## config.mk

```make
export PLATFORM = sky130hd
export DESIGN_NAME = rs_sched_flat
export DESIGN_NICKNAME = d
export VERILOG_FILES = /design/src/rtl/rs_sched_if.sv /design/src/rtl/rs_sched.sv /design/src/flat_wrapper.sv
export SDC_FILE = /design/constraint.sdc
export NUM_CORES = 1
export LEC_CHECK = 0
export ABC_AREA = 1
export CAP_MARGIN = 20
export CORE_ASPECT_RATIO = 0.75
export CORE_MARGIN = 3
export CORE_UTILIZATION = 53
export DETAILED_ROUTE_END_ITERATION = 10
export GPL_TIMING_DRIVEN = 1
export HOLD_SLACK_MARGIN = 0.15
export PLACE_DENSITY = 0.81
export SLEW_MARGIN = 20
export SYNTH_ARGS = -nofsm -noshare
export SYNTH_HDL_FRONTEND = slang
export SYNTH_SLANG_ARGS = --single-unit
```

## constraint.sdc

```tcl
create_clock -name clk -period 3.43 [get_ports clk]
set_clock_uncertainty 0.15 [all_clocks]
set_input_delay 0.686 -clock clk [delete_from_list [all_inputs] [get_ports clk]]
set_output_delay 0.686 -clock clk [all_outputs]
set_load 0.05 [all_outputs]
```

## src/rtl/rs_sched_if.sv

```systemverilog
// Handshake bundle between the syndrome producer, the shared RS resolver and the
// ECC correction consumer. master is the scheduler's view, slave the surroundings'.
interface rs_sched_if #(
  parameter int DEPTH = 4,
  parameter int TAG_W = 4
);
  localparam int LVL_W = $clog2(DEPTH) + 1;

  logic [31:0]      synIn;
  logic [TAG_W-1:0] synTag;
  logic             synValid;
  logic             synAccept;
  logic [7:0]       si0;
  logic [7:0]       si1;
  logic [7:0]       si2;
  logic [7:0]       si3;
  logic             synReady;
  logic [33:0]      RSresults;
  logic             RSdone;
  logic             resValid;
  logic [33:0]      resData;
  logic [TAG_W-1:0] resTag;
  logic             resAck;
  logic             timeoutErr;
  logic [LVL_W-1:0] fifoLevel;

  modport master (
    input  synIn, synTag, synValid, RSresults, RSdone, resAck,
    output synAccept, si0, si1, si2, si3, synReady, resValid, resData, resTag,
           timeoutErr, fifoLevel
  );

  modport slave (
    output synIn, synTag, synValid, RSresults, RSdone, resAck,
    input  synAccept, si0, si1, si2, si3, synReady, resValid, resData, resTag,
           timeoutErr, fifoLevel
  );
endinterface

```

## src/rtl/rs_sched.sv

```systemverilog
// Sequences tagged syndrome sets through the shared Reed-Solomon resolver and
// returns each tagged result over a valid/ack handshake, flagging resolver hangs.
module rs_sched #(
  parameter int DEPTH   = 4,
  parameter int TAG_W   = 4,
  parameter int TIMEOUT = 31
) (
  input  logic          clk,
  input  logic          reset,
  rs_sched_if.master    bus
);
  localparam int PTR_W = $clog2(DEPTH);
  localparam int LVL_W = PTR_W + 1;
  localparam int CNT_W = $clog2(TIMEOUT + 1);

  typedef enum logic [1:0] {
    ST_IDLE = 2'd0,
    ST_WAIT = 2'd1,
    ST_HANG = 2'd2
  } state_t;

  state_t           state_r;
  state_t           state_s;
  logic [31:0]      syn_mem_r [DEPTH];
  logic [TAG_W-1:0] tag_mem_r [DEPTH];
  logic [PTR_W-1:0] wr_ptr_r;
  logic [PTR_W-1:0] rd_ptr_r;
  logic [LVL_W-1:0] level_r;
  logic [CNT_W-1:0] cnt_r;
  logic [CNT_W-1:0] cnt_inc_s;
  logic [TAG_W-1:0] tag_hold_r;
  logic [31:0]      si_r;
  logic [31:0]      si_out_s;
  logic             res_valid_r;
  logic [33:0]      res_data_r;
  logic [TAG_W-1:0] res_tag_r;
  logic             timeout_err_r;
  logic             accept_s;
  logic             push_s;
  logic             slot_free_s;
  logic             issue_s;
  logic             capture_s;
  logic             hang_s;

  assign accept_s    = (level_r != LVL_W'(DEPTH));
  assign push_s      = bus.synValid && accept_s;
  assign slot_free_s = !res_valid_r || bus.resAck;
  assign cnt_inc_s   = cnt_r + CNT_W'(1);

  // The resolver samples synReady and si together at the end of the issue cycle,
  // so the FIFO head is shown directly then and held from si_r afterwards.
  assign si_out_s = issue_s ? syn_mem_r[rd_ptr_r] : si_r;

  assign bus.synAccept  = accept_s;
  assign bus.synReady   = issue_s;
  assign bus.si0        = si_out_s[7:0];
  assign bus.si1        = si_out_s[15:8];
  assign bus.si2        = si_out_s[23:16];
  assign bus.si3        = si_out_s[31:24];
  assign bus.resValid   = res_valid_r;
  assign bus.resData    = res_data_r;
  assign bus.resTag     = res_tag_r;
  assign bus.timeoutErr = timeout_err_r;
  assign bus.fifoLevel  = level_r;

  // State register.
  always_ff @(posedge clk or negedge reset) begin
    if (!reset) begin
      state_r <= ST_IDLE;
    end else begin
      state_r <= state_s;
    end
  end

  // Next-state and per-cycle strobes: issue, normal capture, hang capture.
  always_comb begin
    state_s   = state_r;
    issue_s   = 1'b0;
    capture_s = 1'b0;
    hang_s    = 1'b0;
    case (state_r)
      ST_IDLE: begin
        if ((level_r != LVL_W'(0)) && bus.RSdone && slot_free_s) begin
          issue_s = 1'b1;
          state_s = ST_WAIT;
        end else begin
          state_s = ST_IDLE;
        end
      end
      ST_WAIT: begin
        // An all-zero set leaves the resolver in standby, so RSdone may already be high here.
        if (bus.RSdone) begin
          capture_s = 1'b1;
          state_s   = ST_IDLE;
        end else if (cnt_inc_s == CNT_W'(TIMEOUT)) begin
          hang_s  = 1'b1;
          state_s = ST_HANG;
        end else begin
          state_s = ST_WAIT;
        end
      end
      ST_HANG: begin
        if (bus.RSdone) begin
          state_s = ST_IDLE;
        end else begin
          state_s = ST_HANG;
        end
      end
      default: begin
        state_s = ST_IDLE;
      end
    endcase
  end

  // FIFO storage; contents are only meaningful below the level, so no reset.
  always_ff @(posedge clk) begin
    if (push_s) begin
      syn_mem_r[wr_ptr_r] <= bus.synIn;
      tag_mem_r[wr_ptr_r] <= bus.synTag;
    end
  end

  // FIFO pointers and occupancy; acceptance uses the registered level only.
  always_ff @(posedge clk or negedge reset) begin
    if (!reset) begin
      wr_ptr_r <= '0;
      rd_ptr_r <= '0;
      level_r  <= '0;
    end else begin
      if (push_s) begin
        wr_ptr_r <= wr_ptr_r + PTR_W'(1);
      end
      if (issue_s) begin
        rd_ptr_r <= rd_ptr_r + PTR_W'(1);
      end
      case ({push_s, issue_s})
        2'b10:   level_r <= level_r + LVL_W'(1);
        2'b01:   level_r <= level_r - LVL_W'(1);
        default: level_r <= level_r;
      endcase
    end
  end

  // Issued set, its tag and the WAIT cycle counter.
  always_ff @(posedge clk or negedge reset) begin
    if (!reset) begin
      si_r       <= 32'h0;
      tag_hold_r <= '0;
      cnt_r      <= '0;
    end else if (issue_s) begin
      si_r       <= syn_mem_r[rd_ptr_r];
      tag_hold_r <= tag_mem_r[rd_ptr_r];
      cnt_r      <= '0;
    end else if (state_r == ST_WAIT) begin
      cnt_r <= cnt_inc_s;
    end
  end

  // Result slot; a hang reports PSW=3 so the consumer treats the sector as uncorrectable.
  always_ff @(posedge clk or negedge reset) begin
    if (!reset) begin
      res_valid_r   <= 1'b0;
      res_data_r    <= 34'h0;
      res_tag_r     <= '0;
      timeout_err_r <= 1'b0;
    end else begin
      if (capture_s) begin
        res_valid_r <= 1'b1;
        res_data_r  <= bus.RSresults;
        res_tag_r   <= tag_hold_r;
      end else if (hang_s) begin
        res_valid_r <= 1'b1;
        res_data_r  <= {2'b11, 32'h0};
        res_tag_r   <= tag_hold_r;
      end else if (bus.resAck) begin
        res_valid_r <= 1'b0;
      end
      if (hang_s) begin
        timeout_err_r <= 1'b1;
      end
    end
  end
endmodule

```

## src/flat_wrapper.sv

```systemverilog
// flat-port wrapper written by rule: the top's interface ports become plain ports
module rs_sched_flat 
#(
  parameter int DEPTH   = 4,
  parameter int TAG_W   = 4,
  parameter int TIMEOUT = 31
)
  (clk, reset, bus_synIn, bus_synTag, bus_synValid, bus_RSresults, bus_RSdone, bus_resAck, bus_synAccept, bus_si0, bus_si1, bus_si2, bus_si3, bus_synReady, bus_resValid, bus_resData, bus_resTag, bus_timeoutErr, bus_fifoLevel);
  rs_sched_if #(.DEPTH(DEPTH), .TAG_W(TAG_W)) bus_i ();
  input  logic clk;
  input  logic reset;
  input wire logic [$bits(bus_i.synIn)-1:0] bus_synIn;
  input wire logic [$bits(bus_i.synTag)-1:0] bus_synTag;
  input wire logic [$bits(bus_i.synValid)-1:0] bus_synValid;
  input wire logic [$bits(bus_i.RSresults)-1:0] bus_RSresults;
  input wire logic [$bits(bus_i.RSdone)-1:0] bus_RSdone;
  input wire logic [$bits(bus_i.resAck)-1:0] bus_resAck;
  output wire logic [$bits(bus_i.synAccept)-1:0] bus_synAccept;
  output wire logic [$bits(bus_i.si0)-1:0] bus_si0;
  output wire logic [$bits(bus_i.si1)-1:0] bus_si1;
  output wire logic [$bits(bus_i.si2)-1:0] bus_si2;
  output wire logic [$bits(bus_i.si3)-1:0] bus_si3;
  output wire logic [$bits(bus_i.synReady)-1:0] bus_synReady;
  output wire logic [$bits(bus_i.resValid)-1:0] bus_resValid;
  output wire logic [$bits(bus_i.resData)-1:0] bus_resData;
  output wire logic [$bits(bus_i.resTag)-1:0] bus_resTag;
  output wire logic [$bits(bus_i.timeoutErr)-1:0] bus_timeoutErr;
  output wire logic [$bits(bus_i.fifoLevel)-1:0] bus_fifoLevel;
  assign bus_i.synIn = bus_synIn;
  assign bus_i.synTag = bus_synTag;
  assign bus_i.synValid = bus_synValid;
  assign bus_i.RSresults = bus_RSresults;
  assign bus_i.RSdone = bus_RSdone;
  assign bus_i.resAck = bus_resAck;
  assign bus_synAccept = bus_i.synAccept;
  assign bus_si0 = bus_i.si0;
  assign bus_si1 = bus_i.si1;
  assign bus_si2 = bus_i.si2;
  assign bus_si3 = bus_i.si3;
  assign bus_synReady = bus_i.synReady;
  assign bus_resValid = bus_i.resValid;
  assign bus_resData = bus_i.resData;
  assign bus_resTag = bus_i.resTag;
  assign bus_timeoutErr = bus_i.timeoutErr;
  assign bus_fifoLevel = bus_i.fifoLevel;
  rs_sched #(.DEPTH(DEPTH), .TAG_W(TAG_W), .TIMEOUT(TIMEOUT)) u_core (.clk(clk), .reset(reset), .bus(bus_i));
endmodule
```

# Word-level counts from Yosys, hierarchy flattened

Memories as Yosys holds them, arrays and structs flattened. A register that Yosys moved wholly into a read port is not among the register bits.
Cells that the tools add are included.

Add/sub/neg operators: 5
Eq/ne operators: 6
Mux-type cells: 25
Reduce and logical (&&, ||, !) cells: 12

Operator list:

| kind                  | count |
|---|---|
| $mux W34              | 2 |
| $mux W32              | 1 |
| $mux W1               | 13 |
| $mux W5               | 2 |
| $mux W4               | 2 |
| $mux W2               | 3 |
| $pmux W2 S3           | 1 |
| $pmux W3 S2           | 1 |
| $reduce_bool A2 Y1    | 3 |
| $reduce_bool A3 Y1    | 2 |
| $add A5 B1 Y5 const B | 1 |
| $eq A5 B5 Y1 const B  | 1 |
| $add A2 B1 Y2 const B | 2 |
| $eq A2 B1 Y1 const B  | 2 |
| $eq A2 B2 Y1 const B  | 2 |
| $add A3 B1 Y3 const B | 1 |
| $logic_and A1 B1 Y1   | 3 |
| $ne A3 B3 Y1 const B  | 1 |
| $sub A3 B1 Y3 const B | 1 |
| $logic_not A1 Y1      | 2 |
| $logic_not A2 Y1      | 1 |
| $logic_or A1 B1 Y1    | 1 |

Flip-flop bits (word level): 86
Bits in writable memories: 144
Word-level logic and storage cells: 60
Memories kept: 2

Memory list:

| memory           | words | bits a word | rd ports | clocked after memory_dff | write ports | RTL line       | source |
|---|---|---|---|---|---|---|---|
| u_core.syn_mem_r | 4     | 32          | 1        | 0                        | 1           | rs_sched.sv:24 | `logic [31:0] syn_mem_r [DEPTH];` |
| u_core.tag_mem_r | 4     | 4           | 1        | 1                        | 1           | rs_sched.sv:25 | `logic [TAG_W-1:0] tag_mem_r [DEPTH];` |

# Longest topological paths before layout

Word-level depth: 7
Mapped depth: 12
Mapped depth without buffers: 10

# Worst setup path before layout

No wires, ideal clock.

Path kind: reg-to-reg
Start point: register u_core.level_r[1] (netlist: u_core.bus.fifoLevel[1])
End point: memory u_core.syn_mem_r[0][0] (enable)
Setup time: 429 ps
Arrival: 3120 ps
Slack: -270 ps
Stages on the path, launching flop included: 5
Path buffers: 0
Clock period less this slack: 3700 ps
Cell sequence: dfrtp_1 inv_1 nand3_1 nand2_1 nor2_1

Longest elaborated chain between the ends: 4

Ends and longest elaborated chain:

| what                          | RTL line           | source |
|---|---|---|
| from (decl)                   | rs_sched.sv:28     | `logic [LVL_W-1:0] level_r;` |
| from (signal assigned)        | rs_sched.sv:137    | `2'b10: level_r <= level_r + LVL_W'(1);` |
| from (signal assigned)        | rs_sched.sv:138    | `2'b01: level_r <= level_r - LVL_W'(1);` |
| from (signal assigned)        | rs_sched.sv:139    | `default: level_r <= level_r;` |
| $ne A3 B3 Y1                  | rs_sched.sv:45     | `assign accept_s = (level_r != LVL_W'(DEPTH));` |
| net bus_synAccept             | flat_wrapper.sv:18 | `output wire logic [$bits(bus_i.synAccept)-1:0] bus_synAccept;` |
| $logic_and A1 B1 Y1           | rs_sched.sv:46     | `assign push_s = bus.synValid && accept_s;` |
| $mux W1                       | rs_sched.sv:117    | `if (push_s) begin` |
| $mux W1 (implied by the code) | rs_sched.sv:118    | `syn_mem_r[wr_ptr_r] <= bus.synIn;` |
| to (decl)                     | rs_sched.sv:24     |  |

The timed path passes the listed nets, and every way through them passes these cells.

# Final worst setup path

Start point: input bus_RSdone
End point: output bus_si1[4]

Longest elaborated chain between the ends: 5

Ends and longest elaborated chain:

| what                              | RTL line           | source |
|---|---|---|
| from (decl)                       | flat_wrapper.sv:16 | `input wire logic [$bits(bus_i.RSdone)-1:0] bus_RSdone;` |
| $logic_and A1 B1 Y1 (2 in series) | rs_sched.sv:83     | `if ((level_r != LVL_W'(0)) && bus.RSdone && slot_free_s) begin` |
| $mux W1                           | rs_sched.sv:83     |  |
| $mux W1                           | rs_sched.sv:81     | `case (state_r)` |
| $mux W32                          | -                  |  |
| to (decl)                         | flat_wrapper.sv:20 | `output wire logic [$bits(bus_i.si1)-1:0] bus_si1;` |

Every way passes these cells.

==> summary.md <==
| Metric | Value |
|---|---|
| Mapped Cells | `765` |
| PwrDens | `1090 nW/µm²` |
| Critical Path RT | `2590 ps` |
| Core area | `16400 µm²` |
| Detailed-route via count | `6334` |
| Grt total ovfl | `0` |
| Die area | `18700 µm²` |
| Post-CTS setup buffers | `0` |
| DP Wirelength | `13.0 mm` |
| Num CTS Buffers | `22` |
| PortBufs | `151` |
| Initial antenna violation count | `0` |
| Avg WL per Cell | `18.2 µm` |
| Final hold violation count | `0` |
| Clock Tree Buf Depth | `3` |
| RSZ-0062 raised after global routing | `true` |
| Number of H-tree levels | `1` |
| Yosys top cell area share | `47.8%` |
| Register area share after synthesis | `72.7%` |
| Crit end category | `output pin` |
| Ys flop type | `edfxtp_1` |
| Hold Path Class | `reg -> reg` |
| Worst-margin pin slew | `709 ps` |
| Die H | `119 µm` |
| Reg power frac | `32.5%` |
| Crit Path Category | `in -> out` |
| DR vias/cell | `5.49` |
| CP Launch Type | `primary input` |
| YS warnings | `0` |
| Total global-route track usage | `22.8%` |
| Global-route wire length before repair | `33.8 mm` |
| Worst setup margin | `116 ps` |
| Synth async-reset ratio | `38.5%` |
| Cell Int Power | `7.66 mW` |
| Yosys cell types | `27` |
| Area leader, netlist | `edfxtp_1` |
| Rows | `40` |
| Final Max Slew Viols | `0` |
| Slew margin rel. | `52.7%` |
| Fin nets | `1013` |
| CTS tree | `yes` |
| Clock network power share | `18.3%` |
| Sw Share | `41.1%` |
| Worst EP arrival | `2480 ps` |
| Mapped Area | `9040 µm²` |
| Final Setup Violations | `0` |
| Root Buffer | `clkbuf_16` |
| # DRC | `0` |
| Bufs and invs on worst path | `5` |
| Pin count of the biggest net entering global routing | `50` |
| Largest cells by area after synthesis | `edfxtp_1 (48%), dfrtp_1 (25%), nor2_1 (7.8%)` |
| # IOs | `152` |
| WHS | `313 ps` |
| Initial DRC Count | `626` |
| Number of global-route vias before repair | `6552` |
| Fmax | `0.302 GHz` |
| Yosys reg bits | `234` |
| EDFF count, synth | `144` |
| Placer Congestion | `0.774` |
| Syn_area_per_cell | `11.8 µm²` |
| Effective utilization at floorplan | `55.3%` |
| Minimum clock period | `3310 ps` |
| Worst-path clk slew | `60 ps` |
| CP top delay family | `buffers and inverters` |
| Final Routed Wirelength | `21.0 mm` |
| Critical path's largest stage delay | `530 ps` |
| Crit-path cells | `clkdlybuf4s50_1 > inv_2 > nor3_2 > nand3_2 > inv_2 > buf_12 > nor2_1 > a31oi_1 > buf_12` |
| Final ANT Viol Nets | `0` |
| Clock latency at the later pin of the worst-skew pair | `500 ps` |
| Mapped Nets | `848` |
| Fin crit share | `96.6%` |
| Leak | `4.71 nW` |
| Slowest CP cell | `clkdlybuf4s50_1` |
| CTS sink cnt | `234` |
| Combinational share of power | `49.2%` |
| Area grow syn2layout | `32.5%` |
| Die width | `157 µm` |
| IR drop worst, VDD | `0.787 mV` |
| Dpl ws | `105 ps` |
| First drt pass iteration count | `6` |
| Proportion of layout cells with a drive suffix above 1 | `12.0%` |
| Diodes inserted | `0` |
| MaxCap Viol Count | `0` |
| Switching pwr | `5.35 mW` |
| Worst Path Max Fanout | `25` |
| Status | `finished, final reports clean` |
==> synth_stat cells (2+ instances only) <==
library cell and count:
a21oi_1 2, a31oi_1 36, buf_2 18, buf_6 8, clkbuf_1 15, dfrtp_1 90, edfxtp_1 144, ha_1 7
inv_1 18, inv_2 5, nand2_1 92, nand3_1 47, nor2_1 189, nor2_2 2, o21ai_0 75, o21ai_1 3
xor2_1 4
==> cell type report <==
class | instances | area (µm²)
multi-input cells | 466 | 2170
well taps | 210 | 263
flip-flops and latches | 234 | 6580
clock inverters | 10 | 103
inverters | 24 | 90.1
fillers | 1033 | 4380
repair buffers | 182 | 2170
clock buffers | 28 | 604
==> cell usage in the layout, fill, tap and decap left out, types with 2 or more instances in the layout <==
| cell type | count |
|---|---|
| a21oi_1 | 2 |
| a31oi_1 | 36 |
| buf_12 | 41 |
| buf_4 | 23 |
| bufinv_16 | 2 |
| clkbuf_1 | 4 |
| clkbuf_16 | 23 |
| clkdlybuf4s50_1 | 117 |
| clkinv_1 | 4 |
| clkinv_2 | 3 |
| dfrtp_1 | 88 |
| edfxtp_1 | 144 |
| ha_1 | 7 |
| inv_1 | 18 |
| inv_2 | 5 |
| nand2_1 | 92 |
| nand3_1 | 47 |
| nor2_1 | 185 |
| nor2_2 | 2 |
| nor2_4 | 4 |
| o21ai_0 | 75 |
| o21ai_1 | 3 |
| xor2_1 | 4 |
==> path summary, 6_finish.rpt <==
check / from / cells past startpoint / endpoint / slack (ps)
setup / recovery: bus_RSdone / 9 / bus_si1[4] / 120
hold / removal: u_core.bus.timeoutErr / 2 / u_core.bus.timeoutErr / 310
setup reg to reg: u_core.bus.fifoLevel[0] / 10 / u_core.bus.fifoLevel[2] / 1230
hold reg to reg: u_core.bus.timeoutErr / 2 / u_core.bus.timeoutErr / 310
max in group asynchronous: reset / 3 / u_core.bus.resData[18] / 1800
min in group asynchronous: reset / 2 / u_core.si_r[4] / 640
==> sequential cells by signal, summed over array words and instances (netlist names) <==
signal and cells:
u_core.bus.fifoLevel 3, u_core.bus.resData 34, u_core.bus.resTag 4, u_core.bus.resValid 1, u_core.bus.timeoutErr 1, u_core.cnt_r 5, u_core.rd_ptr_r 2, u_core.si_r 32
u_core.state_r 2, u_core.syn_mem_r 128, u_core.tag_hold_r 4, u_core.tag_mem_r 16, u_core.wr_ptr_r 2
==> power groups by stage <==
stage	logic, mW	registers (mW)	clock network (mW)
after detailed placement	6.38	4.27	0
after global placement	6.25	4.23	0
after CTS	6.44	4.23	2.43
after floorplan	2.86	5.01	0
after global routing	6.82	4.32	2.53
final	6.40	4.24	2.38
==> metrics by stage <==
stage	instances	setup TNS, ps	utilization, %	power [mW]	area [µm²]
5_1_grt	1154	-0.756	73.2	13.7	12000
4_1_cts	1154	0	73.2	13.1	12000
3_5_place_dp	1115	0	68.9	10.6	11300
2_1_floorplan	765	-38820	-	7.87	9040
6_report	1154	0	73.2	13.0	12000
3_3_place_gp	1115	0	68.9	10.5	11300
==> logic make-up (layout without fill, tap and decap cells) <==
group | after synthesis | in the layout | share of synthesized area [%]
buffers and inverters | 65 | 244 | 3.61
adders and majority gates | 8 | 8 | 1.19
AOI/OAI and AO/OA | 117 | 117 | 6.99
and+or+nand+nor | 336 | 336 | 15.0
DFF | 234 | 234 | 72.7
xor gates and xnor gates | 5 | 5 | 0.484
==> worst min-delay path, cell delays in order, from the launching register on <==
cell,delay (ps)
dfrtp_1,340
inv_1,40
nand2_1,50
==> timing repair <==
item | in CTS | in global routing
hold endpoints to repair | 48 | 0
hold buffers | 1 | 0
gates resized for setup | 0 | 1
endpoints found under the setup margin | 0 | 3
==> metal layers <==
layer / vias to the layer above / wire [µm] / track usage [%]
met1: 3036 / 8510 / 30.4
met2: 303 / 10200 / 37.6
met5: - / 0 / 0
li1: 2954 / - / -
met3: 41 / 1930 / 5.27
met4: 0 / 418 / 6.67
Power figures use the tool's default switching activity.
